[src/rtl/seg_scan_mux.sv]
// seg_scan_mux
// Time-multiplexed driver for an N-digit common-anode 7-segment display.
// A prescaler divides clk into digit slots; at each slot boundary the anodes
// go dark for one cycle (anti-ghosting) while the next segment pattern is
// registered, then the selected anode is driven. All decoding uses a snapshot
// of the inputs taken when the scan wraps to digit 0, so a frame never mixes
// old and new data.
//
// Optional feature: define SEG_BLINK_EN to build the blink frame counter.
// Without it the blink port is ignored.
//
// Ports:
//   clk        system clock, rising edge
//   rst        synchronous active-high reset
//   digits     4*NUM_DIGITS packed nibbles, digit 0 rightmost
//   dp         per-digit decimal point enable (active-high)
//   blank      per-digit force-dark (active-high)
//   blink      per-digit blink mask (SEG_BLINK_EN only)
//   hex_mode   1: values 10..15 show A b C d E F, 0: dark
//   lz_blank   leading-zero suppression enable
//   segment    {a,b,c,d,e,f,g,dp}, active-low, registered
//   enable     anode select, active-low, registered
//   frame_tick one-cycle pulse after each snapshot
module seg_scan_mux #(
    parameter int NUM_DIGITS   = 8,
    parameter int TICK_DIV     = 100000,
    parameter int BLINK_FRAMES = 64
) (
    input  logic                    clk,
    input  logic                    rst,
    input  logic [4*NUM_DIGITS-1:0] digits,
    input  logic [NUM_DIGITS-1:0]   dp,
    input  logic [NUM_DIGITS-1:0]   blank,
    input  logic [NUM_DIGITS-1:0]   blink,
    input  logic                    hex_mode,
    input  logic                    lz_blank,
    output logic [7:0]              segment,
    output logic [NUM_DIGITS-1:0]   enable,
    output logic                    frame_tick
);

    localparam int PTR_W = $clog2(NUM_DIGITS);
    localparam int PS_W  = $clog2(TICK_DIV);
    localparam logic [PTR_W-1:0] LAST_PTR = PTR_W'(NUM_DIGITS - 1);
    localparam logic [PS_W-1:0]  LAST_PS  = PS_W'(TICK_DIV - 1);

    logic [PS_W-1:0]         presc;
    logic [PTR_W-1:0]        ptr;
    logic                    dead;
    logic [4*NUM_DIGITS-1:0] snap_digits;
    logic [NUM_DIGITS-1:0]   snap_dp;
    logic [NUM_DIGITS-1:0]   snap_blank;
    logic                    snap_hex;
    logic                    snap_lz;

    logic                    tick;
    logic                    wrap;
    logic [PTR_W-1:0]        ptr_n;
    logic [4*NUM_DIGITS-1:0] n_digits;
    logic [NUM_DIGITS-1:0]   n_dp;
    logic [NUM_DIGITS-1:0]   n_blank;
    logic                    n_hex;
    logic                    n_lz;
    logic                    n_blink_dark;
    logic [3:0]              cur;
    logic                    lz_hit;
    logic [7:0]              pattern;

    // Segments a..g, active-low.
    function automatic logic [6:0] seg7(input logic [3:0] v, input logic hex);
        logic [6:0] s;
        case (v)
            4'h0: s = 7'b0000001;
            4'h1: s = 7'b1001111;
            4'h2: s = 7'b0010010;
            4'h3: s = 7'b0000110;
            4'h4: s = 7'b1001100;
            4'h5: s = 7'b0100100;
            4'h6: s = 7'b0100000;
            4'h7: s = 7'b0001111;
            4'h8: s = 7'b0000000;
            4'h9: s = 7'b0000100;
            4'hA: s = 7'b0001000;
            4'hB: s = 7'b1100000;
            4'hC: s = 7'b0110001;
            4'hD: s = 7'b1000010;
            4'hE: s = 7'b0110000;
            default: s = 7'b0111000;
        endcase
        if (!hex && v > 4'h9) s = 7'b1111111;
        return s;
    endfunction

    assign tick = (presc == LAST_PS);
    assign wrap = tick && (ptr == LAST_PTR);

`ifdef SEG_BLINK_EN
    localparam int FC_W = (BLINK_FRAMES > 1) ? $clog2(BLINK_FRAMES) : 1;
    localparam logic [FC_W-1:0] LAST_FC = FC_W'(BLINK_FRAMES - 1);

    logic [FC_W-1:0]       frame_cnt;
    logic                  phase;
    logic                  snap_phase;
    logic [NUM_DIGITS-1:0] snap_blink;

    // The phase is captured with the snapshot so a whole frame uses one
    // phase value; the counter update at the same edge takes effect from
    // the following frame.
    always_ff @(posedge clk) begin
        if (rst) begin
            frame_cnt  <= '0;
            phase      <= 1'b0;
            snap_phase <= 1'b0;
            snap_blink <= '0;
        end else if (wrap) begin
            snap_phase <= phase;
            snap_blink <= blink;
            if (frame_cnt == LAST_FC) begin
                frame_cnt <= '0;
                phase     <= ~phase;
            end else begin
                frame_cnt <= frame_cnt + FC_W'(1);
            end
        end
    end

    always_comb begin
        n_blink_dark = 1'b0;
        if (wrap) n_blink_dark = phase && blink[ptr_n];
        else      n_blink_dark = snap_phase && snap_blink[ptr_n];
    end
`else
    logic unused_blink;
    assign unused_blink = ^blink;
    assign n_blink_dark = 1'b0;
`endif

    // The pattern registered at a tick is for the next slot, and at a wrap
    // it must already see the snapshot being taken on that same edge.
    always_comb begin
        ptr_n    = (ptr == LAST_PTR) ? '0 : ptr + PTR_W'(1);
        n_digits = wrap ? digits   : snap_digits;
        n_dp     = wrap ? dp       : snap_dp;
        n_blank  = wrap ? blank    : snap_blank;
        n_hex    = wrap ? hex_mode : snap_hex;
        n_lz     = wrap ? lz_blank : snap_lz;
        cur      = n_digits[{ptr_n, 2'b00} +: 4];

        // Suppressed when this digit and every higher one are zero.
        lz_hit = n_lz && (ptr_n != '0);
        for (int j = 0; j < NUM_DIGITS; j++) begin
            if (j >= int'(ptr_n) && n_digits[4*j +: 4] != 4'h0) lz_hit = 1'b0;
        end

        pattern = {seg7(cur, n_hex), ~n_dp[ptr_n]};
        if (lz_hit)         pattern = {7'b1111111, ~n_dp[ptr_n]};
        if (n_blink_dark)   pattern = 8'hFF;
        if (n_blank[ptr_n]) pattern = 8'hFF;
    end

    always_ff @(posedge clk) begin
        if (rst) begin
            presc       <= '0;
            ptr         <= LAST_PTR;
            dead        <= 1'b0;
            segment     <= 8'hFF;
            enable      <= '1;
            frame_tick  <= 1'b0;
            snap_digits <= '0;
            snap_dp     <= '0;
            snap_blank  <= '0;
            snap_hex    <= 1'b0;
            snap_lz     <= 1'b0;
        end else begin
            presc      <= tick ? '0 : presc + PS_W'(1);
            dead       <= tick;
            frame_tick <= wrap;
            if (tick) begin
                ptr     <= ptr_n;
                segment <= pattern;
                enable  <= '1;
            end else if (dead) begin
                enable <= ~(NUM_DIGITS'(1) << ptr);
            end
            if (wrap) begin
                snap_digits <= digits;
                snap_dp     <= dp;
                snap_blank  <= blank;
                snap_hex    <= hex_mode;
                snap_lz     <= lz_blank;
            end
        end
    end

endmodule

[config.mk]
export PLATFORM = sky130hd
export DESIGN_NAME = seg_scan_mux
export DESIGN_NICKNAME = d
export VERILOG_FILES = /design/src/rtl/seg_scan_mux.sv
export SDC_FILE = /design/constraint.sdc
export NUM_CORES = 1
export LEC_CHECK = 0
export CORE_MARGIN = 2
export CORE_UTILIZATION = 45
export DETAILED_ROUTE_END_ITERATION = 12
export DONT_BUFFER_PORTS = 1
export PLACE_DENSITY_LB_ADDON = 0.15
export SYNTH_ARGS = -nofsm -noshare
export SYNTH_HDL_FRONTEND = slang
export SYNTH_SLANG_ARGS = --single-unit
[constraint.sdc]
create_clock -name clk -period 4.2 [get_ports clk]
set_clock_uncertainty 0.1 [all_clocks]
set_input_delay 0.42 -clock clk [delete_from_list [all_inputs] [get_ports clk]]
set_output_delay 0.42 -clock clk [all_outputs]
set_load 0.01 [all_outputs]
Word-level counts from Yosys, hierarchy flattened. Memory sizes are Yosys's and may differ from the RTL's. Index checks and enable logic that the tools add are counted.

Memories kept: 1. Output and inout bits: 17. Bits of input ports: 60. Memory bits (read-only): 112. Logic and storage cells: 71. Flip-flop bits (word level): 88.

Muxes and demuxes: 21. Eq/ne operators: 2. Shift-type cells: 2. Bitwise gates (word level): 2. Add/subtract/negate cells: 2. Reduce and logical (&&, ||, !) cells: 21. $lt $le $gt $ge: 9.

Memories: (no name shown) (depth 16, bits a word 7, rd ports 1, clocked after Yosys merged registers in 0, wr ports 0, line 72) `case (v)`.

Operator list (number): 32-bit two-way mux (1); 8-bit two-way mux (4); 4-bit nonzero test (8); 32-bit by 6-bit indexed part select with 4-bit output (1); 17-bit by 1-bit adder with 17-bit output, second input constant (1); 17-bit equality test, second input constant (1); 1-bit two-way mux (12); 1-bit logical AND (10); 3-bit greater-or-equal comparator, first input constant (3); 8-bit inverter (1); 1-bit by 3-bit << shifter with 8-bit output, first input constant (1); 7-bit two-way mux (1); 1-bit binary-select mux with 3-bit select (2); 1-bit by 3-bit greater-or-equal comparator with 1-bit output, first input constant (2); 2-bit by 3-bit greater-or-equal comparator with 1-bit output, first input constant (2); 4-bit greater-than comparator, second input constant (1); 3-bit by 4-bit < comparator with 1-bit output, second input constant (1); 3-bit by 1-bit adder with 3-bit output, second input constant (1); 3-bit equality test, second input constant (1); 3-bit two-way mux (1); 3-bit nonzero test (1); 2-bit OR reduction (1); 1-bit zero test (1); 1-bit inverter (1).

Longest topological paths before layout. Gate-level depths: netlist of run 1.

Word-level depth: 15. Mapped depth: 17. Gate-level depth less buffers: 14.

Worst setup path before layout of run 1. OpenSTA, ideal clock, no wires.

Kind: register to register. Start point: register ptr[0]. End point: register segment[5]. Arrival time: 3.220 ns. Cell stages (with the launch flop): 16. Buffers on the path: 3. Setup slack: 0.758 ns. Data required time: 3.978 ns. Setup time: 0.122 ns. Clock period less this slack: 3.442 ns. Cells stage by stage: dfxtp_1 > ha_1 > ha_1 > clkbuf_1 > or2_2 > buf_2 > clkbuf_1 > nor2_1 > a211o_1 > and3_1 > inv_1 > ha_1 > nor2_1 > o211ai_2 > nand3b_4 > o32a_1.

Cells in the longest elaborated chain, start to end: 15. Elaborated cells on any way between the ends: 50. Those cells by class: 1 x add/sub; 8 x order compare; 1 x eq/ne; 1 x shift; 18 x mux; 20 x reduce/logical; 1 x memory.

RTL lines: start, declared (line 48) `logic [PTR_W-1:0] ptr;`; start signal, assigned (line 179) `ptr <= ptr_n;`; branches (longest 14 deep; another with memory 16 x 7 bit); 8-bit two-way mux * (line 158) `if (n_blank[ptr_n]) pattern = 8'hFF;`; end signal, assigned (line 180) `segment <= pattern;`; end, declared (line 37) `output logic [7:0] segment,`.

Every way passes the cells marked *. The select of a mux whose other input is x is not followed. A chain may end at the register's enable or synchronous reset.

Worst setup path in the final report of run 1. Same ends and word-level chain as after synthesis.

==> impl_metrics.tcl, run 1 <==
set metrics [dict create \
    outcome "completed" \
    area_growth_pct 5.76 \
    power_density_nw_per_um2 293 \
    synth-edff-count 0 \
    final_period_minus_worst_setup_slack_ns 3.84 \
    antenna_cells 0 \
    slew_worst_pin_ns 0.835 \
    vias_in_the_first_global_route 3740 \
    drt_first_iter_violations 296 \
    hold_path_class "input port to register" \
    remaining_drc_errors 0 \
    synth_sequential_area_ratio 0.392 \
    tritoncts "built" \
    worstSkewPairLatency_ns 0.36 \
    final_report_max_slew_violation_count 0 \
    synth-async-reset-ratio 0 \
    timing.setup.critical_path_class "register to register" \
    timing.setup.tns_ns 0 \
    setup_viol 0 \
    fin_worst_hold_slack_ns 0.0284 \
    worst_ep_required_time_ns 4.35 \
    drive_gt1_frac 0.0940 \
    clock_sinks 88 \
    syn-mean-instance-area_um2 8.37 \
    combinational_family_with_the_most_area_after_synthesis "simple AND/OR/NAND/NOR gates" \
    grt-ovfl-total 0 \
    synth_fp_nets 611 \
    layout_setup_ws_ns 0.359 \
    synthFlopType "sky130_fd_sc_hd__dfxtp_1" \
    max_slew_margin 0.444 \
    timing.critical_path.to_type "register" \
    worstPathMaxFanout 28 \
    synth_area_um2 4500 \
    detailed_place_hpwl_um 8230 \
    post_synth_xor_area_fraction 0.0292 \
    wl_per_cell_um 16.9 \
    detail_route.vias_per_cell 5.74 \
    synthMuxAreaShare 0.0568 \
    ctsHoldBuffers 0 \
    post_dp_cell_area_um2 4570 \
    grt_setup_unrepaired "false" \
    postLayoutCellArea_um2 4760 \
    die_y_um 104 \
    core-area_um2 9730 \
    htree_levels 3 \
    synth.lib_cells_used.distinct 69 \
    gp_routability_congestion 0.827 \
    post_cts_resized 0 \
    hp-start "rst" \
    die_w_um 104 \
    vdd_ir_drop_max_mv 0.164 \
    post_cts_buffers 0 \
    synth_simple_gate_area_share 0.247 \
    synth_compound_gate_area_share 0.191 \
    grt_pass1_wl_um 18800 \
    detail_route.wirelength_um 11200 \
    cts_root_buffer "sky130_fd_sc_hd__clkbuf_8" \
    ant_nets 0 \
    post_synth_inst_count 537 \
    fp-row-count 36 \
    initial_core_util 0.462 \
    design.portCount 77 \
    grt_antenna_before_repair 0 \
    synth-warning-count 0 \
    dpl_worst_slack_ns 0.433 \
    max_cap_viol_count 0 \
    worst_setup_path_start_kind "register" \
    cts-root-to-sink-buffers 2 \
    multi_input_area_um2 2530 \
    leakage_power_total_nw 1.74 \
    crit_path_start "ptr[0]$_SDFFE_PP1N_" \
    fin_nets 601 \
    grt.total_usage 0.214 \
    ys_ff_latch 88 \
    critical_path_arrival_ns 3.99 \
    fp.dieArea_um2 10800 \
    largest_net_degree_at_the_start_of_global_routing 59 \
    finalHoldViolCount 0 \
    cts_buffers 9 \
    buffer_ports.inserted 0 \
    worst-r2r-setup-slack_ns 0.36 \
    count_of_vias_placed_by_the_detailed_router 3815 \
    fillerInstances 976 \
    layout.area.seq_um2 1760 \
    fin_util 0.489 \
    drt_pre_antenna_iters 5 \
    clkSlewWorstSetupHoldPaths_ns 0.09 \
    min_period_over_period 0.914 \
    r2r-start "ptr[0]$_SDFFE_PP1N_" \
    synth_fa_ha_area_frac 0.0390 \
    achievable-frequency_mhz 260 \
]
-- per-layer routing --
layer / wire, um / GRT usage / share of wire / vias up
li1: - / - / - / 1886
met1: 5000 / 0.275 / 0.45 / 1804
met2: 5300 / 0.356 / 0.47 / 104
met5: 0 / 0 / 0 / -
met4: 231 / 0.0724 / 0.021 / 0
met3: 677 / 0.0470 / 0.060 / 21
-- state kept, by name, summed over array words and instances, names as in the netlist --
signal	flops
presc	17
snap_digits	32
snap_blank	8
enable	8
ptr	3
segment	8
frame_tick	1
dead	1
snap_lz	1
snap_hex	1
snap_dp	8
-- through the flow --
step | total power, W | std cells
CTS | 0.00141 | 665
floorplan | 0.000874 | 537
global placement | 0.000870 | 649
detailed placement | 0.000870 | 649
finish | 0.00139 | 665
global route | 0.00144 | 665
-- kinds of logic after synthesis --
family,after synthesis
XOR/XNOR,15
multiplexers,20
AO/OA/AOI/OAI,128
AND/OR/NAND/NOR,231
adder cells (fa/ha/maj),14
flip-flops,88
buffers and inverters,41
-- report_power, final --
group / switching, W / internal [W] / total, W
Sequential: 0.00000234 / 0.000836 / 0.000838
Combinational: 0.00000709 / 0.00000497 / 0.0000121
Clock: 0.000311 / 0.000232 / 0.000543
-- cell usage in the layout (no fill, tap or decap), types with 4 or more instances in the layout --
master / n
sky130_fd_sc_hd__xor2_1: 12
sky130_fd_sc_hd__a211oi_1: 7
sky130_fd_sc_hd__mux4_2: 4
sky130_fd_sc_hd__clkinvlp_4: 4
sky130_fd_sc_hd__a21oi_1: 50
sky130_fd_sc_hd__ha_1: 14
sky130_fd_sc_hd__and3_1: 7
sky130_fd_sc_hd__nor4_1: 12
sky130_fd_sc_hd__a211o_1: 5
sky130_fd_sc_hd__o22a_1: 5
sky130_fd_sc_hd__o21ai_0: 18
sky130_fd_sc_hd__inv_1: 9
sky130_fd_sc_hd__a21o_1: 4
sky130_fd_sc_hd__o211ai_1: 4
sky130_fd_sc_hd__buf_4: 11
sky130_fd_sc_hd__dfxtp_1: 88
sky130_fd_sc_hd__a31oi_1: 6
sky130_fd_sc_hd__nor2_1: 56
sky130_fd_sc_hd__nand2_1: 102
sky130_fd_sc_hd__clkbuf_8: 10
sky130_fd_sc_hd__mux2i_1: 15
sky130_fd_sc_hd__nand3_1: 18
sky130_fd_sc_hd__nand4_1: 4
-- synthesized netlist by cell type, drive strengths merged, types with 2 or more instances --
library cell  count  area share
clkbuf           20       0.017
a21boi            2      0.0033
o32a              2      0.0045
nor2b             3      0.0042
a2111oi           2      0.0095
or4b              2      0.0045
a32oi             3      0.0058
and4              2      0.0045
inv               9      0.0075
o41ai             2      0.0039
dfxtp            88        0.39
and2              3      0.0042
o31ai             2      0.0033
a21o              4      0.0067
mux4              4       0.020
and4bb            2      0.0064
a21oi            50       0.056
nor4             12       0.017
nor3              3      0.0033
xnor2             3      0.0058
mux2i            15       0.033
o311ai            2      0.0056
o21ai            20       0.022
nand4             5       0.010
a31oi             6      0.0083
a22oi             2      0.0033
o211ai            5      0.0095
o22a              5      0.0097
nor3b             2      0.0045
nor2             57       0.049
xor2             12       0.023
and3              7      0.0097
or2               2      0.0028
nand2b            3      0.0042
or4               2      0.0033
ha               14       0.039
buf              12       0.021
a211o             5      0.0097
a211oi            7       0.012
nand3            19       0.022
nand2           104       0.089
-- layout make-up --
class,count,area share
timing repair buffer,11,0.0174
tap,133,0.0350
clock inverter,6,0.00921
sequential,88,0.370
multi-input combinational,408,0.532
clock buffer,10,0.0289
inverter,9,0.00710
-- worst max-delay path: stages (launching register included) --
cell and delay [ns]:
sky130_fd_sc_hd__dfxtp_1 0.53, sky130_fd_sc_hd__ha_1 0.26, sky130_fd_sc_hd__ha_1 0.47, sky130_fd_sc_hd__or2_2 0.57, sky130_fd_sc_hd__o21ai_0 0.18, sky130_fd_sc_hd__a21oi_1 0.19
sky130_fd_sc_hd__o22a_1 0.23, sky130_fd_sc_hd__and3_1 0.27, sky130_fd_sc_hd__ha_1 0.20, sky130_fd_sc_hd__nor2_1 0.05, sky130_fd_sc_hd__o211ai_2 0.20, sky130_fd_sc_hd__nand3b_4 0.13
sky130_fd_sc_hd__o32a_1 0.36
-- worst paths after layout --
| path | end | depth (start not counted) |
|---|---|---|
| setup reg to reg | segment[5]$_SDFFE_PP1N_ | 12 |
| hold / removal | presc[2]$_SDFF_PP0_ | 1 |
| setup / recovery | segment[5]$_SDFFE_PP1N_ | 12 |
| hold reg to reg | snap_blank[6]$_SDFF_PP0_ | 2 |
Power figures use the tool's default switching activity.
==> inputs of run 2 (changes only) <==
- CORE_ASPECT_RATIO: not set -> 0.75
==> run 2 against run 1 <==
  * Final cell count is 0.15% lower
  * Worst setup slack better by 0.14 ns
  * Global-route usage is 1.2 points higher
  * Critical endpoint unchanged
  * Fmax is 3.9% higher
  * Sequential power hardly changed
  * Highest routed layer unchanged
  * Clock-buffer cell count is 1 higher
  * First-iteration DRC count is 1.4% lower
  * Core utilization is 1.5 points higher
  * Register-to-register slack better by 0.14 ns
  * Total power is 18% higher
==> impl_metrics.tcl, run 2 (synthesis gave the netlist of run 1 again) <==
set metrics [dict create \
    mostFrequentLayoutCell "sky130_fd_sc_hd__nand2_1" \
    post_dp_cell_area_um2 4600 \
    max_cap_viol_count 0 \
    critical_path_arrival_ns 3.82 \
    fp.dieArea_um2 10800 \
    vias_in_the_first_global_route 3675 \
    worst_ep_required_time_ns 4.33 \
    detail_route.wirelength_um 11800 \
    timing.critical_path.to_type "register" \
    fin_nets 605 \
    power_switching_w 0.000322 \
    vdd_ir_drop_max_mv 0.217 \
    min_period_over_period 0.880 \
    post_cts_buffers 0 \
    grt_setup_unrepaired "false" \
    initial_core_util 0.464 \
    area_growth_pct 8.65 \
    grt.total_usage 0.226 \
    cts_buffers 9 \
    layout_common_cells "sky130_fd_sc_hd__nand2_1, sky130_fd_sc_hd__dfxtp_1, sky130_fd_sc_hd__nor2_1" \
    largest_register_ff_count 32 \
    timing.setup.tns_ns 0 \
    detailed_place_hpwl_um 8570 \
    htree_levels 3 \
    worst_setup_path_start_kind "register" \
    power_density_nw_per_um2 336 \
    largest_net_degree_at_the_start_of_global_routing 59 \
    wl_per_cell_um 17.8 \
    register_with_the_most_flip_flops "snap_digits" \
    hold_path_class "input port to register" \
    achievable-frequency_mhz 271 \
    layout_setup_ws_ns 0.504 \
    outcome "completed" \
    timing.setup.critical_path_class "register to register" \
    design.portCount 77 \
    power.internal_w 0.00132 \
    worstPathMaxFanout 24 \
    cts-root-to-sink-buffers 2 \
    worstSkewPairLatency_ns 0.34 \
    pwr-share-seq 0.511 \
    detail_route.vias_per_cell 5.85 \
    finalHoldViolCount 0 \
    final_report_max_slew_violation_count 0 \
    clkSlewWorstSetupHoldPaths_ns 0.06 \
    final_period_minus_worst_setup_slack_ns 3.70 \
    cts_root_buffer "sky130_fd_sc_hd__clkbuf_16" \
    tritoncts "built" \
    fin_worst_hold_slack_ns 0.0426 \
    core-area_um2 9700 \
    drt_first_iter_violations 292 \
    gp_routability_congestion 0.917 \
    ctsHoldBuffers 0 \
    ant_nets 0 \
    postLayoutCellArea_um2 4890 \
    grt-ovfl-total 0 \
    post_cts_resized 0 \
    grt_pass1_wl_um 19200 \
    setup_viol 0 \
    power_switching_share 0.196 \
    clock_sinks 88 \
    largest_registers "snap_digits x32, presc x17" \
    die_y_um 90.6 \
    p_clk_frac 0.482 \
    die_w_um 119 \
    count_of_vias_placed_by_the_detailed_router 3887 \
    leakage_power_total_nw 1.82 \
    antenna_cells 0 \
    max_slew_margin 0.398 \
    remaining_drc_errors 0 \
    buffer_ports.inserted 0 \
    fin_util 0.504 \
    slew_worst_pin_ns 0.902 \
    dpl_worst_slack_ns 0.562 \
    drt_pre_antenna_iters 5 \
    grt_antenna_before_repair 0 \
    power.combinational.fraction 0.007 \
    fp-row-count 31 \
    drive_gt1_frac 0.0940 \
]
[run 2: cell count changes in the layout (fill, tap and decap cells not counted), sizes merged]
cell      change
buf           +4
bufinv        +1
clkbuf        +1
clkinv        -1
clkinvlp      -4
inv           -1
[run 2: final cells by class]
| cell class | instances | area, um2 |
|---|---|---|
| Fill cell | 942 | 4810 |
| Multi-Input combinational cell | 408 | 2530 |
| Sequential cell | 88 | 1760 |
| Clock buffer | 11 | 253 |
| Tap cell | 132 | 165 |
| Timing Repair Buffer | 15 | 113 |
| Inverter | 9 | 33.8 |
| Clock inverter | 1 | 30.0 |
[run 2: critical path, stage by stage (launching register included)]
cell	delay, ns
sky130_fd_sc_hd__dfxtp_1	0.36
sky130_fd_sc_hd__ha_1	0.24
sky130_fd_sc_hd__ha_1	0.37
sky130_fd_sc_hd__or2_2	0.54
sky130_fd_sc_hd__buf_4	0.24
sky130_fd_sc_hd__a211o_1	0.29
sky130_fd_sc_hd__and3_1	0.26
sky130_fd_sc_hd__inv_1	0.10
sky130_fd_sc_hd__ha_1	0.26
sky130_fd_sc_hd__nor2_1	0.08
sky130_fd_sc_hd__o211ai_2	0.23
sky130_fd_sc_hd__nand3b_4	0.14
sky130_fd_sc_hd__o32a_1	0.36
[run 2: metal layers]
layer,wire [um],GRT usage,vias up
li1,-,-,1887
met1,5650,0.318,1850
met2,5060,0.335,139
met3,972,0.0732,11
met4,148,0.0608,0
met5,0,0,-
[run 2: final timing paths]
check	to	depth (start not counted)	from	slack (ns)
setup / recovery	segment[5]$_SDFFE_PP1N_	12	ptr[1]$_SDFFE_PP1N_	0.50
hold reg to reg	snap_blank[1]$_SDFF_PP0_	2	snap_blank[1]$_SDFF_PP0_	0.35
setup reg to reg	segment[5]$_SDFFE_PP1N_	12	ptr[1]$_SDFFE_PP1N_	0.50
hold / removal	presc[2]$_SDFF_PP0_	1	rst	0.04
[run 2: metrics by stage]
step           power, W  cells
2_1_floorplan  0.000874    537
3_3_place_gp   0.000870    652
3_5_place_dp   0.000870    652
4_1_cts         0.00166    664
5_1_grt         0.00170    664
6_report        0.00164    664
[run 2: power by group through the flow]
stage	registers [W]	clock network [W]	logic [W]
floorplan	0.000857	0	0.0000168
global placement	0.000858	0	0.0000123
detailed placement	0.000858	0	0.0000124
CTS	0.000839	0.000809	0.0000125
global route	0.000839	0.000844	0.0000136
finish	0.000839	0.000792	0.0000122
